==> config.mk <==
export PLATFORM = sky130hd
export DESIGN_NAME = hdmi_tmds_encode_multi
export DESIGN_NICKNAME = d
export VERILOG_FILES = /design/src/rtl/hdmi_tmds_encode_multi.sv
export SDC_FILE = /design/constraint.sdc
export NUM_CORES = 1
export LEC_CHECK = 0
export ABC_AREA = 0
export ABC_CLOCK_PERIOD_IN_PS = 5300
export CORE_UTILIZATION = 54
export CTS_CLUSTER_DIAMETER = 50
export DETAILED_ROUTE_END_ITERATION = 12
export PLACE_DENSITY = 0.79
export SYNTH_ARGS = -nofsm -noshare
export SYNTH_HDL_FRONTEND = slang
export SYNTH_SLANG_ARGS = --single-unit
==> constraint.sdc <==
create_clock -name clk -period 5.3 [get_ports clk]
set_clock_uncertainty 0.05 [all_clocks]
set_input_delay 1.06 -clock clk [delete_from_list [all_inputs] [get_ports clk]]
set_output_delay 1.06 -clock clk [all_outputs]
set_load 0.005 [all_outputs]
==> src/rtl/hdmi_tmds_encode_multi.sv <==
// Multi-lane HDMI channel encoder: CTL, TMDS video, TERC4 data island and guard-band symbols.
// Four-stage pipeline; each lane's running disparity is read and written only in the last stage.
module hdmi_tmds_encode_multi #(
    parameter int NCH = 3
) (
    input  logic              clk,
    input  logic              rst,
    input  logic              i_en,
    input  logic [1:0]        i_mode,
    input  logic              i_gb_di,
    input  logic [8*NCH-1:0]  i_vd,
    input  logic [2*NCH-1:0]  i_cd,
    input  logic [4*NCH-1:0]  i_aux,
    output logic              o_en,
    output logic [10*NCH-1:0] o_tmds_bits
);
    typedef enum logic [1:0] {
        MODE_CTL   = 2'b00,
        MODE_VIDEO = 2'b01,
        MODE_TERC4 = 2'b10,
        MODE_GUARD = 2'b11
    } mode_e;

    localparam logic [9:0] GB_A = 10'b1011001100;
    localparam logic [9:0] GB_B = 10'b0100110011;

    function automatic logic [3:0] ones8(input logic [7:0] v);
        logic [3:0] n;
        n = '0;
        for (int i = 0; i < 8; i++) n = n + {3'b000, v[i]};
        return n;
    endfunction

    function automatic logic use_xnor(input logic [7:0] d);
        logic [3:0] n;
        n = ones8(d);
        return (n > 4'd4) || (n == 4'd4 && !d[0]);
    endfunction

    function automatic logic [8:0] qm_calc(input logic [7:0] d, input logic xn);
        logic [8:0] q;
        q[0] = d[0];
        for (int i = 1; i < 8; i++) q[i] = xn ? ~(q[i-1] ^ d[i]) : (q[i-1] ^ d[i]);
        q[8] = ~xn;
        return q;
    endfunction

    function automatic logic [9:0] ctl_sym(input logic [1:0] c);
        case (c)
            2'b00:   return 10'b1101010100;
            2'b01:   return 10'b0010101011;
            2'b10:   return 10'b0101010100;
            default: return 10'b1010101011;
        endcase
    endfunction

    function automatic logic [9:0] terc4(input logic [3:0] n);
        case (n)
            4'h0: return 10'b1010011100;
            4'h1: return 10'b1001100011;
            4'h2: return 10'b1011100100;
            4'h3: return 10'b1011100010;
            4'h4: return 10'b0101110001;
            4'h5: return 10'b0100011110;
            4'h6: return 10'b0110001110;
            4'h7: return 10'b0100111100;
            4'h8: return 10'b1011001100;
            4'h9: return 10'b0100111001;
            4'hA: return 10'b0110011100;
            4'hB: return 10'b1011000111;
            4'hC: return 10'b1010001110;
            4'hD: return 10'b1001110001;
            4'hE: return 10'b0101100011;
            default: return 10'b1011000011;
        endcase
    endfunction

    logic                s1_en, s2_en, s3_en;
    mode_e               s1_mode, s2_mode, s3_mode;
    logic                s1_gb, s2_gb, s3_gb;
    logic [2*NCH-1:0]    s1_cd, s2_cd, s3_cd;
    logic [4*NCH-1:0]    s1_aux, s2_aux, s3_aux;
    logic [7:0]          s1_vd   [NCH];
    logic [NCH-1:0]      s1_xnor;
    logic [8:0]          s2_qm   [NCH];
    logic [8:0]          s3_qm   [NCH];
    logic signed [5:0]   s3_diff [NCH];
    logic [NCH-1:0]      s3_bal;
    logic signed [5:0]   cnt     [NCH];
    logic signed [5:0]   cnt_nxt [NCH];
    logic [9:0]          sym     [NCH];

    // NOTE: sequential state uses <= so each stage samples the previous stage's old value.
    always_ff @(posedge clk or posedge rst) begin
        if (rst) begin
            s1_en <= 1'b0;
            s2_en <= 1'b0;
            s3_en <= 1'b0;
        end else begin
            s1_en <= i_en;
            s2_en <= s1_en;
            s3_en <= s2_en;
        end
    end

    // NOTE: payload registers carry no reset; the stage valids alone decide whether they are used.
    always_ff @(posedge clk) begin
        s1_mode <= mode_e'(i_mode);
        s1_gb   <= i_gb_di;
        s1_cd   <= i_cd;
        s1_aux  <= i_aux;
        s2_mode <= s1_mode;
        s2_gb   <= s1_gb;
        s2_cd   <= s1_cd;
        s2_aux  <= s1_aux;
        s3_mode <= s2_mode;
        s3_gb   <= s2_gb;
        s3_cd   <= s2_cd;
        s3_aux  <= s2_aux;
        for (int k = 0; k < NCH; k++) begin
            s1_vd[k]   <= i_vd[8*k +: 8];
            s1_xnor[k] <= use_xnor(i_vd[8*k +: 8]);
            s2_qm[k]   <= qm_calc(s1_vd[k], s1_xnor[k]);
            s3_qm[k]   <= s2_qm[k];
            s3_diff[k] <= $signed({1'b0, ones8(s2_qm[k][7:0]), 1'b0}) - 6'sd8;
            s3_bal[k]  <= (ones8(s2_qm[k][7:0]) == 4'd4);
        end
    end

    // NOTE: every variable gets a default before the case so no latch is inferred.
    always_comb begin
        for (int k = 0; k < NCH; k++) begin
            sym[k]     = '0;
            cnt_nxt[k] = '0;
            case (s3_mode)
                MODE_VIDEO: begin
                    if (s3_bal[k] || cnt[k] == 6'sd0) begin
                        sym[k]     = {~s3_qm[k][8], s3_qm[k][8],
                                      s3_qm[k][8] ? s3_qm[k][7:0] : ~s3_qm[k][7:0]};
                        cnt_nxt[k] = s3_qm[k][8] ? cnt[k] + s3_diff[k] : cnt[k] - s3_diff[k];
                    end else if (cnt[k][5] == s3_diff[k][5]) begin
                        // both are nonzero here, so matching signs means the bias would grow
                        sym[k]     = {1'b1, s3_qm[k][8], ~s3_qm[k][7:0]};
                        cnt_nxt[k] = cnt[k] + (s3_qm[k][8] ? 6'sd2 : 6'sd0) - s3_diff[k];
                    end else begin
                        sym[k]     = {1'b0, s3_qm[k][8], s3_qm[k][7:0]};
                        cnt_nxt[k] = cnt[k] - (s3_qm[k][8] ? 6'sd0 : 6'sd2) + s3_diff[k];
                    end
                end
                MODE_CTL:   sym[k] = ctl_sym(s3_cd[2*k +: 2]);
                MODE_TERC4: sym[k] = terc4(s3_aux[4*k +: 4]);
                MODE_GUARD: begin
                    if (!s3_gb) sym[k] = (k % 3 == 1) ? GB_B : GB_A;
                    else        sym[k] = (k % 3 == 0) ? terc4(s3_aux[4*k +: 4]) : GB_B;
                end
            endcase
        end
    end

    always_ff @(posedge clk or posedge rst) begin
        if (rst) begin
            o_en        <= 1'b0;
            o_tmds_bits <= '0;
            for (int k = 0; k < NCH; k++) cnt[k] <= '0;
        end else begin
            o_en <= s3_en;
            if (s3_en) begin
                for (int k = 0; k < NCH; k++) begin
                    o_tmds_bits[10*k +: 10] <= sym[k];
                    cnt[k]                  <= cnt_nxt[k];
                end
            end
        end
    end
endmodule

==> run summary, run 1 <==
routed wire length -> 21.53 mm
EDFF count, synth -> 0
antenna violations before repair -> 0
VDD IR max -> 333.1 µV
Final Hold Fails -> 0
Die Y -> 145.0 µm
pin count of the biggest net entering global routing -> 50
WP data required -> 5.65 ns
# clock sinks -> 229
total power draw -> 9.109 mW
Setup Viol. Count Final -> 0
IO buf count -> 78
library cells used by synthesis -> 56
Placed Area -> 12090 µm²
fillers -> 1546
Vias/cell -> 5.131
clk_lat worst skew -> 0.52 ns
wire per inst -> 15.05 µm
Main synth FF type -> dfxtp_1
Rel. slew slack -> 0.2703
Final Cell Area -> 12950 µm²
total die area -> 21040 µm²
DR top layer -> met4
root buffer cell -> clkbuf_16
Static Leak -> 6.086 nW
diode count -> 0
Clk pin slew, worst setup/hold paths -> 0.06 ns
number of global-route vias before repair -> 7331
Post-CTS Setup Inserts -> 0
CP Launch Type -> primary input
post-synthesis sequential area ratio -> 0.4371
crit path kind -> in -> reg
TNS Setup -> 0 ns
share of cells above drive strength 1 -> 0.05918
die width -> 145.0 µm
Async SR Flop Fraction -> 0.2140
met1 WL -> 9.757 mm
YS warnings -> 0
first-pass iteration count of the detailed router -> 5
dpl hpwl -> 15.69 mm
commonest non-fill, non-tap cell in the layout -> dfxtp_1
Initial DRC Count -> 381
first-pass GRT wire length -> 35.80 mm
Crit. End Element -> flip-flop
met2 routed WL -> 10.45 mm
final worst-path cycle share -> 0.7124
vias -> 7343
drc violations -> 0
Core Box Area -> 19780 µm²
I/O pins -> 79
WL met3 -> 784 µm
most frequent cells in the layout -> dfxtp_1, inv_1, ha_1
clock buffer count from CTS -> 25
Power Density -> 703.5 nW/µm²
Slew Limit Fails -> 0
Max Freq -> 264.9 MHz
clock tree buffer depth -> 3
HP Class -> reg -> reg
grt total ovfl -> 0
Post-Route Utilization -> 0.6546
Area Growth Syn to Fin -> 17.20%
CTS resizes -> 0
Final nets -> 1345
routability cong. -> 0.8347
Mapped Cells -> 1068
Post-Syn Nets -> 1266
Antenna Nets Post-Route -> 0
flop2flop setup slack -> 2.14 ns
Post-Syn Area per Cell -> 10.34 µm²
#FFs+latches synth -> 229
critical path arrival -> 4.13 ns
Core Rows -> 51
GRT Total Usage -> 0.2077
# hold bufs at CTS -> 0
Slew @ Worst Pin -> 1.095 ns
Initial Util -> 0.5585
status -> completed
Tmin final -> 3.776 ns
RSZ-0062 raised after global routing -> no
CTS tree -> yes
# Max-Cap Violations -> 0
critical path peak fanout -> 2
H-tree depth -> 1
synthesized area -> 11050 µm²
-- cell usage after synthesis (all sizes together), types with 8 or more instances --
cell type,count,share of area
a21o,21,0.014
fa,39,0.071
dfrtp,49,0.11
o21ai,40,0.019
mux2i,15,0.015
ha,111,0.13
nand3,9,0.0041
xor2,38,0.032
a21oi,78,0.036
nand2,41,0.014
clkbuf,28,0.0095
nor2,45,0.015
o2bb2ai,8,0.0063
a31oi,17,0.0096
nand2b,10,0.0057
xnor2,73,0.058
nor3b,9,0.0061
o22ai,18,0.010
dfxtp,180,0.33
inv,158,0.054
-- power by group --
group | internal, mW | total (mW) | leakage [nW] | switching, mW
Clock | 1.06 | 1.78 | 0.417 | 0.714
Combinational | 2.25 | 4.78 | 3.55 | 2.53
Sequential | 2.20 | 2.56 | 2.12 | 0.354
Total | 5.51 | 9.11 | 6.09 | 3.60
-- critical path, stage by stage --
cell	delay, ns
clkdlybuf4s50_1	0.47
inv_1	0.08
fa_1	0.57
fa_1	0.43
fa_1	0.49
inv_1	0.05
ha_1	0.20
fa_1	0.43
nor3_1	0.21
o22ai_1	0.12
-- metal layers --
| layer | track usage | up-vias |
|---|---|---|
| met5 | 0 | - |
| met4 | 0.06596 | 0 |
| met3 | 0.02516 | 38 |
| met2 | 0.3560 | 166 |
| met1 | 0.2726 | 3468 |
| li1 | - | 3671 |
-- metrics by stage --
step | hold WS [ns] | setup WS, ns | instances
5_1_grt | 0.2793 | 1.425 | 1431
2_1_floorplan | 0.2596 | 1.681 | 1068
6_report | 0.2713 | 1.524 | 1431
4_1_cts | 0.2728 | 1.546 | 1431
3_3_place_gp | 0.2603 | 1.128 | 1385
3_5_place_dp | 0.2621 | 1.005 | 1385
-- area by class of cell --
type | count | area, µm² | area share
Tap cell | 265 | 331.6 | 0.02561
Clock inverter | 13 | 143.9 | 0.01111
Timing Repair Buffer | 85 | 833.3 | 0.06435
Clock buffer | 33 | 716.9 | 0.05537
Sequential cell | 229 | 4831 | 0.3731
Multi-Input combinational cell | 648 | 5499 | 0.4247
Inverter | 158 | 593.1 | 0.04580
-- final timing paths --
check,startpoint,to,cells past startpoint
max,i_vd[16],s1_xnor[2],10
min,s2_cd[5],s3_cd[5],0
max reg2reg,s2_qm[0][9],s3_bal[1],10
min reg2reg,s2_cd[5],s3_cd[5],0
max in group asynchronous,rst,s3_en,3
min in group asynchronous,rst,cnt[4],3
-- cells by family (layout without fill, tap and decap cells) --
kind of cell,count (synthesis),in the layout,synth area share
AO/OA/AOI/OAI,223,223,0.1257
XOR/XNOR,112,112,0.09173
adder cells (fa/ha/maj),150,150,0.1964
buffers and inverters,191,289,0.06512
flip-flops,229,229,0.4371
multiplexers,23,23,0.02390
AND/OR/NAND/NOR,140,140,0.06002
(Power assumes the default switching activity.)
==> run 2: changes to the inputs <==
- ABC_CLOCK_PERIOD_IN_PS: 5300 -> 3300
- CORE_UTILIZATION: 54 -> 53
- PLACE_DENSITY: 0.79 -> 0.81
- clock period: 5.3 -> 3.3 ns (I/O delays scaled with it)
==> run 2 against run 1 <==
Compared with the run above: register-to-register slack lost 2.0 ns; combinational power grew 64%; via count grew 1.1%; sequential power grew 60%; wire length increased by 3.4%; worst setup slack worse by 1.4 ns; total power up 67%; sequential share of layout area is 0.85 points lower; final area increased by 2.4%; global-route usage up 0.83 points; die area increased by 1.9%; critical endpoint is now s3_bal[1].
==> run summary, run 2 (same netlist as run 1, synthesis figures left out) <==
status -> completed
Antenna Nets Post-Route -> 0 (unchanged)
clk_lat worst skew -> 0.54 ns (+0.02 ns)
most frequent cells in the layout -> dfxtp_1, inv_1, ha_1
GRT Total Usage -> 0.2160 (+0.008298)
Setup Viol. Count Final -> 0 (unchanged)
Core Rows -> 52 (+2.0%)
Crit. End Element -> flip-flop
dpl hpwl -> 15.96 mm (+1.7%)
multi-input logic area -> 5534 µm² (+0.64%)
pin count of the biggest net entering global routing -> 29 (-42%)
clock buffer count from CTS -> 27 (+8.0%)
Placed Area -> 12200 µm² (+0.96%)
Area Growth Syn to Fin -> 19.99%
Vias/cell -> 5.111 (-0.40%)
CP Launch Type -> flip-flop
WP data required -> 3.67 ns (-1.98 ns)
I/O pins -> 79 (unchanged)
crit path kind -> reg -> reg
final worst-path cycle share -> 0.9706
Internal Power -> 9.359 mW (+70%)
antenna violations before repair -> 0 (unchanged)
first-pass GRT wire length -> 37.35 mm (+4.3%)
Clk pin slew, worst setup/hold paths -> 0.06 ns (about the same)
routability cong. -> 0.8612 (+3.2%)
Worst path top cell family by delay -> adder cells
share of cells above drive strength 1 -> 0.08199 (+0.02282)
drc violations -> 0 (unchanged)
number of global-route vias before repair -> 7669 (+4.6%)
Die Y -> 146.4 µm (+0.93%)
CP max-delay cell -> fa_1
Net Sw Power -> 5.871 mW (+63%)
vias -> 7426 (+1.1%)
Slew Limit Fails -> 0 (unchanged)
total power draw -> 15.23 mW (+67%)
diode count -> 0 (unchanged)
HP Class -> in -> reg
clock tree buffer depth -> 3 (unchanged)
critical path peak fanout -> 2 (unchanged)
Post-CTS Setup Inserts -> 0 (unchanged)
Core Box Area -> 20360 µm² (+2.9%)
die width -> 146.4 µm (+0.93%)
Static Leak -> 6.269 nW (+3.0%)
Power Density -> 1149 nW/µm² (+63%)
VDD IR max -> 527.5 µV (+58%)
wire per inst -> 15.32 µm (+1.8%)
Initial DRC Count -> 511 (+34%)
commonest non-fill, non-tap cell in the layout -> dfxtp_1
Final Hold Fails -> 0 (unchanged)
grt total ovfl -> 0 (unchanged)
clock power share -> 0.216 (+0.021)
Slew @ Worst Pin -> 0.7131 ns (-0.3815 ns)
Max Freq -> 312.2 MHz
H-tree depth -> 1 (unchanged)
Initial Util -> 0.5425 (-0.01599)
Seq pwr share -> 0.269 (-0.012)
Final Cell Area -> 13260 µm² (+2.4%)
busiest layer in global routing -> met2
first-pass iteration count of the detailed router -> 4 (-1)
# Max-Cap Violations -> 0 (unchanged)
fillers -> 1525 (-1.4%)
GR Util met2 -> 0.3786 (+0.02256)
total die area -> 21430 µm² (+1.9%)
grt met3 use -> 0.03000 (+0.004843)
worst hold slack -> 0.2077 ns (-0.06360 ns)
met1 usage -> 0.2807 (+0.008089)
Worst Path Buf+Inv -> 2 (-1)
IO buf count -> 78 (unchanged)
critical path arrival -> 3.57 ns (-0.56 ns)
combinational share of power -> 0.515 (-0.009)
register area -> 4833 µm² (about the same)
Tmin final -> 3.203 ns
Final nets -> 1360 (+1.1%)
routed wire length -> 22.26 mm (+3.4%)
Crit path largest cell delay -> 0.55 ns (-0.02 ns)
root buffer cell -> clkbuf_16
Net Sw Frac -> 0.3855 (-0.009452)
CTS tree -> yes
# clock sinks -> 229 (unchanged)
cell mode on critical path -> fa_1
Rel. slew slack -> 0.5196 (+0.2493)
CP cell instances -> inv_1 -> fa_1 -> fa_1 -> fa_1 -> inv_1 -> ha_1 -> fa_1 -> xor2_1 -> ha_1 -> nor3b_2
-- run 2: cell count changes in the layout (fill, tap and decap cells not counted), moves of 3 or more --
cell             previous run  this run
buf_4                       7        19
bufinv_16                   2         6
clkdlybuf4s50_1            78        72
dlymetal6s2s_1              0         5
inv_1                     157       152
inv_2                       1         6
nor3_1                      6         3
nor3_2                      0         3
-- run 2: final cells by class --
cell class | count | area share
clock inverters | 14 | 0.01916
flip-flops and latches | 229 | 0.3646
well taps | 270 | 0.02548
multi-input cells | 648 | 0.4175
clock buffers | 36 | 0.05654
repair buffers | 98 | 0.07201
inverters | 158 | 0.04474
-- run 2: path summary, 6_finish.rpt --
| path | from | end | slack, ns | cells past startpoint |
|---|---|---|---|---|
| worst max-delay path | s2_qm[0][9] | s3_bal[1] | 0.1 | 10 |
| worst min-delay path | i_vd[1] | s1_vd[0][1] | 0.21 | 1 |
| worst max register to register | s2_qm[0][9] | s3_bal[1] | 0.1 | 10 |
| worst min register to register | s2_cd[1] | s3_cd[1] | 0.28 | 0 |
| max in group asynchronous | rst | o_tmds_bits[6] | 2.20 | 3 |
| min in group asynchronous | rst | o_tmds_bits[12] | 0.44 | 2 |
-- run 2: repair_timing --
item                                    in CTS  in global routing
endpoints found under the setup margin       1                  6
gates resized for setup                      3                 17
hold buffers                                 0                  0
pin swaps                                    6                 11
-- run 2: metal layers --
| layer | routed length [µm] | part of all wire |
|---|---|---|
| met1 | 9793 | 0.44 |
| met2 | 11210 | 0.50 |
| met3 | 831 | 0.037 |
| met4 | 433 | 0.019 |
| met5 | 0 | 0 |
-- run 2: through the flow --
step	std cells	util	setup TNS, ns	setup slack [ns]
CTS	1453	0.6489	0	0.001964
finish	1453	0.6510	0	0.09700
global placement	1403	0.5993	-1.393	-0.4799
detailed placement	1403	0.5993	-1.660	-0.5777
floorplan	1068	-	0	0.08068
global route	1453	0.6510	-0.02419	-0.02419
-- run 2: power groups by stage --
stage / sequential (mW) / combinational [mW] / clock [mW]
6_report: 4.10 / 7.84 / 3.28
5_1_grt: 4.18 / 8.85 / 3.44
4_1_cts: 4.10 / 7.82 / 3.33
3_5_place_dp: 4.14 / 7.69 / 0
3_3_place_gp: 4.12 / 7.33 / 0
2_1_floorplan: 3.93 / 5.92 / 0
==> run 3: changes to the inputs <==
- ABC_CLOCK_PERIOD_IN_PS: 3300 -> 3200
- CORE_UTILIZATION: 53 -> 54
- GPL_TIMING_DRIVEN: not set -> 0
- PLACE_DENSITY: 0.81 -> 0.79
- clock period: 3.3 -> 3.2 ns (I/O delays scaled with it)
==> run 3 against run 2 <==
Compared with the run above: sequential power grew 3%; total power grew 3.7%; critical path type unchanged; via count grew 2.6%; final area shrank 0.30%; sequential share of layout area grew 0.12 points; worst hold slack gained 0.013 ns; highest routed layer unchanged; count of clock-buffer cells in the layout shrank 2; non-clock buffer count grew 14; register-to-register slack lost 0.04 ns.
==> run summary, run 3 (same netlist as run 1, synthesis figures left out) <==
# Max-Cap Violations -> 0 (unchanged)
Inst Count DP -> 1412 (+0.64%)
# clock sinks -> 229 (unchanged)
busiest layer in global routing -> met2
r2r startpoint -> s2_qm[0][0]
Static Leak -> 6.186 nW (-1.3%)
reg2reg path depth -> 10 (unchanged)
Worst Hold Endpoint -> s1_vd[0][8]
Antenna Nets Post-Route -> 0 (unchanged)
RSZ-0062 raised after global routing -> yes
share of cells above drive strength 1 -> 0.08285 (+0.0008503)
register area -> 4835 µm² (about the same)
final worst-path cycle share -> 0.9834 (+0.01275)
Area Growth Syn to Fin -> 19.63%
Power Density -> 1195 nW/µm² (+4.0%)
wire per inst -> 15.71 µm (+2.5%)
Seq pwr share -> 0.266 (-0.003)
Slew Limit Fails -> 0 (unchanged)
combinational share of power -> 0.540 (+0.025)
Crit. End Element -> flip-flop
Internal Power -> 9.495 mW (+1.4%)
Core Rows -> 51 (-1.9%)
IO buf count -> 78 (unchanged)
Initial DRC Count -> 490 (-4.1%)
diode count -> 0 (unchanged)
Die Y -> 145.0 µm (-0.92%)
dpl hpwl -> 16.60 mm (+4.0%)
VDD IR max -> 566.9 µV (+7.5%)
pin count of the biggest net entering global routing -> 41 (+41%)
Net Sw Power -> 6.304 mW (+7.4%)
vias -> 7620 (+2.6%)
I/O pins -> 79 (unchanged)
Rel. slew slack -> 0.3822 (-0.1374)
Setup Viol. Count Final -> 0 (unchanged)
Slew @ Worst Pin -> 0.9201 ns (+0.2070 ns)
multi-input logic area -> 5612 µm² (+1.4%)
clock buffer count from CTS -> 26 (-3.7%)
grt total ovfl -> 0 (unchanged)
grt met3 use -> 0.02893 (-0.001069)
critical path arrival -> 3.52 ns (-0.05 ns)
flop2flop setup slack -> 0.05 ns (-0.04 ns)
GR Util met2 -> 0.3825 (+0.003880)
Final Hold Fails -> 0 (unchanged)
CTS tree -> yes
met1 usage -> 0.2814 (+0.0006613)
Vias/cell -> 5.219 (+2.1%)
root buffer cell -> clkbuf_16
fillers -> 1509 (-1.0%)
CP Launch Type -> flip-flop
Max Freq -> 317.8 MHz (+1.8%)
WP data required -> 3.57 ns (-0.10 ns)
commonest non-fill, non-tap cell in the layout -> dfxtp_1
first-pass GRT wire length -> 37.56 mm (+0.55%)
H-tree depth -> 1 (unchanged)
antenna violations before repair -> 0 (unchanged)
routability cong. -> 0.8671 (+0.69%)
Tmin final -> 3.147 ns (-0.05628 ns)
RR Endpoint -> s3_bal[0]
most frequent cells in the layout -> dfxtp_1, inv_1, ha_1
number of global-route vias before repair -> 7791 (+1.6%)
min-delay src -> i_vd[8]
GRT Total Usage -> 0.2197 (+0.003688)
routed wire length -> 22.94 mm (+3.0%)
status -> completed
HP Class -> in -> reg
drc violations -> 0 (unchanged)
critical path peak fanout -> 2 (unchanged)
clock power share -> 0.193 (-0.023)
crit path kind -> reg -> reg
clock tree buffer depth -> 3 (unchanged)
total die area -> 21040 µm² (-1.8%)
Post-CTS Setup Inserts -> 0 (unchanged)
Initial Util -> 0.5585 (+0.01599)
Core Box Area -> 19780 µm² (-2.9%)
Net Sw Frac -> 0.3990 (+0.01354)
die width -> 145.0 µm (-0.92%)
Final nets -> 1373 (+0.96%)
worst hold slack -> 0.2206 ns (+0.01291 ns)
first-pass iteration count of the detailed router -> 4 (unchanged)
WHS Path Cells -> 1 (unchanged)
Clk pin slew, worst setup/hold paths -> 0.06 ns (about the same)
fin cells -> 1460 (+0.48%)
clk_lat worst skew -> 0.53 ns (about the same)
## run 3: cell count changes in the layout (fill, tap and decap cells not counted), sizes merged
cell | before | now
clkbuf | 36 | 62
buf | 20 | 6
clkinv | 1 | 5
inv | 164 | 165
dlygate4sd2 | 1 | 4
clkdlybuf4s50 | 72 | 69
clkinvlp | 1 | 0
bufinv | 6 | 2
## run 3: what timing repair did
item                       in CTS  in global routing
resized for setup              11                 35
pin swaps                      11                 24
setup endpoints to repair       6                 12
hold buffers                    0                  0
## run 3: cell type report
type | count | area share
clock buffer | 34 | 0.05614
multi-input combinational | 648 | 0.4246
timing repair buffer | 79 | 0.06116
inverter | 158 | 0.04487
tap | 265 | 0.02509
clock inverter | 14 | 0.01278
sequential | 229 | 0.3658
buffer | 33 | 0.009562
## run 3: through the flow
stage | setup TNS [ns] | power, mW | setup slack [ns] | utilization | instance area, µm²
floorplan | 0 | 10.16 | 0.0006803 | - | 11050
global placement | -1.750 | 11.80 | -0.5942 | 0.6147 | 12160
detailed placement | -1.902 | 12.15 | -0.6323 | 0.6158 | 12180
CTS | 0 | 15.31 | 0.006417 | 0.6627 | 13110
global route | -0.09515 | 17.05 | -0.04981 | 0.6681 | 13220
finish | 0 | 15.80 | 0.05328 | 0.6681 | 13220
## run 3: routing by layer
metal / share of wire / routed length (µm)
met1: 0.44 / 9993
met4: 0.029 / 656
met5: 0 / 0
met3: 0.043 / 981
met2: 0.49 / 11300
## run 3: worst max-delay path, cell delays in order, from the launching register on
cell	delay [ns]
dfxtp_1	0.33
inv_1	0.06
fa_1	0.55
fa_1	0.43
fa_1	0.50
inv_1	0.04
ha_1	0.21
fa_2	0.36
xor2_2	0.16
ha_1	0.20
nor3b_2	0.15
## run 3: worst max path at each step
stage / endpoint / cells after the start / from / slack [ns]
5_1_grt: s3_bal[0] / 10 / s2_qm[0][0] / -0.05
4_1_cts: s1_xnor[2] / 10 / i_vd[19] / 0.006
3_3_place_gp: s1_xnor[2] / 10 / i_vd[16] / -0.59
3_5_place_dp: s1_xnor[2] / 10 / i_vd[16] / -0.63
6_report: s3_bal[0] / 10 / s2_qm[0][0] / 0.05
2_1_floorplan: s1_xnor[1] / 9 / i_vd[8] / 0.0007
## run 3: power groups by stage
stage / sequential (mW) / combinational (mW) / clock (mW)
final: 4.21 / 8.53 / 3.06
after global routing: 4.28 / 9.55 / 3.22
after CTS: 4.19 / 8.04 / 3.08
after detailed placement: 4.24 / 7.91 / 0
after global placement: 4.22 / 7.58 / 0
after floorplan: 4.05 / 6.11 / 0
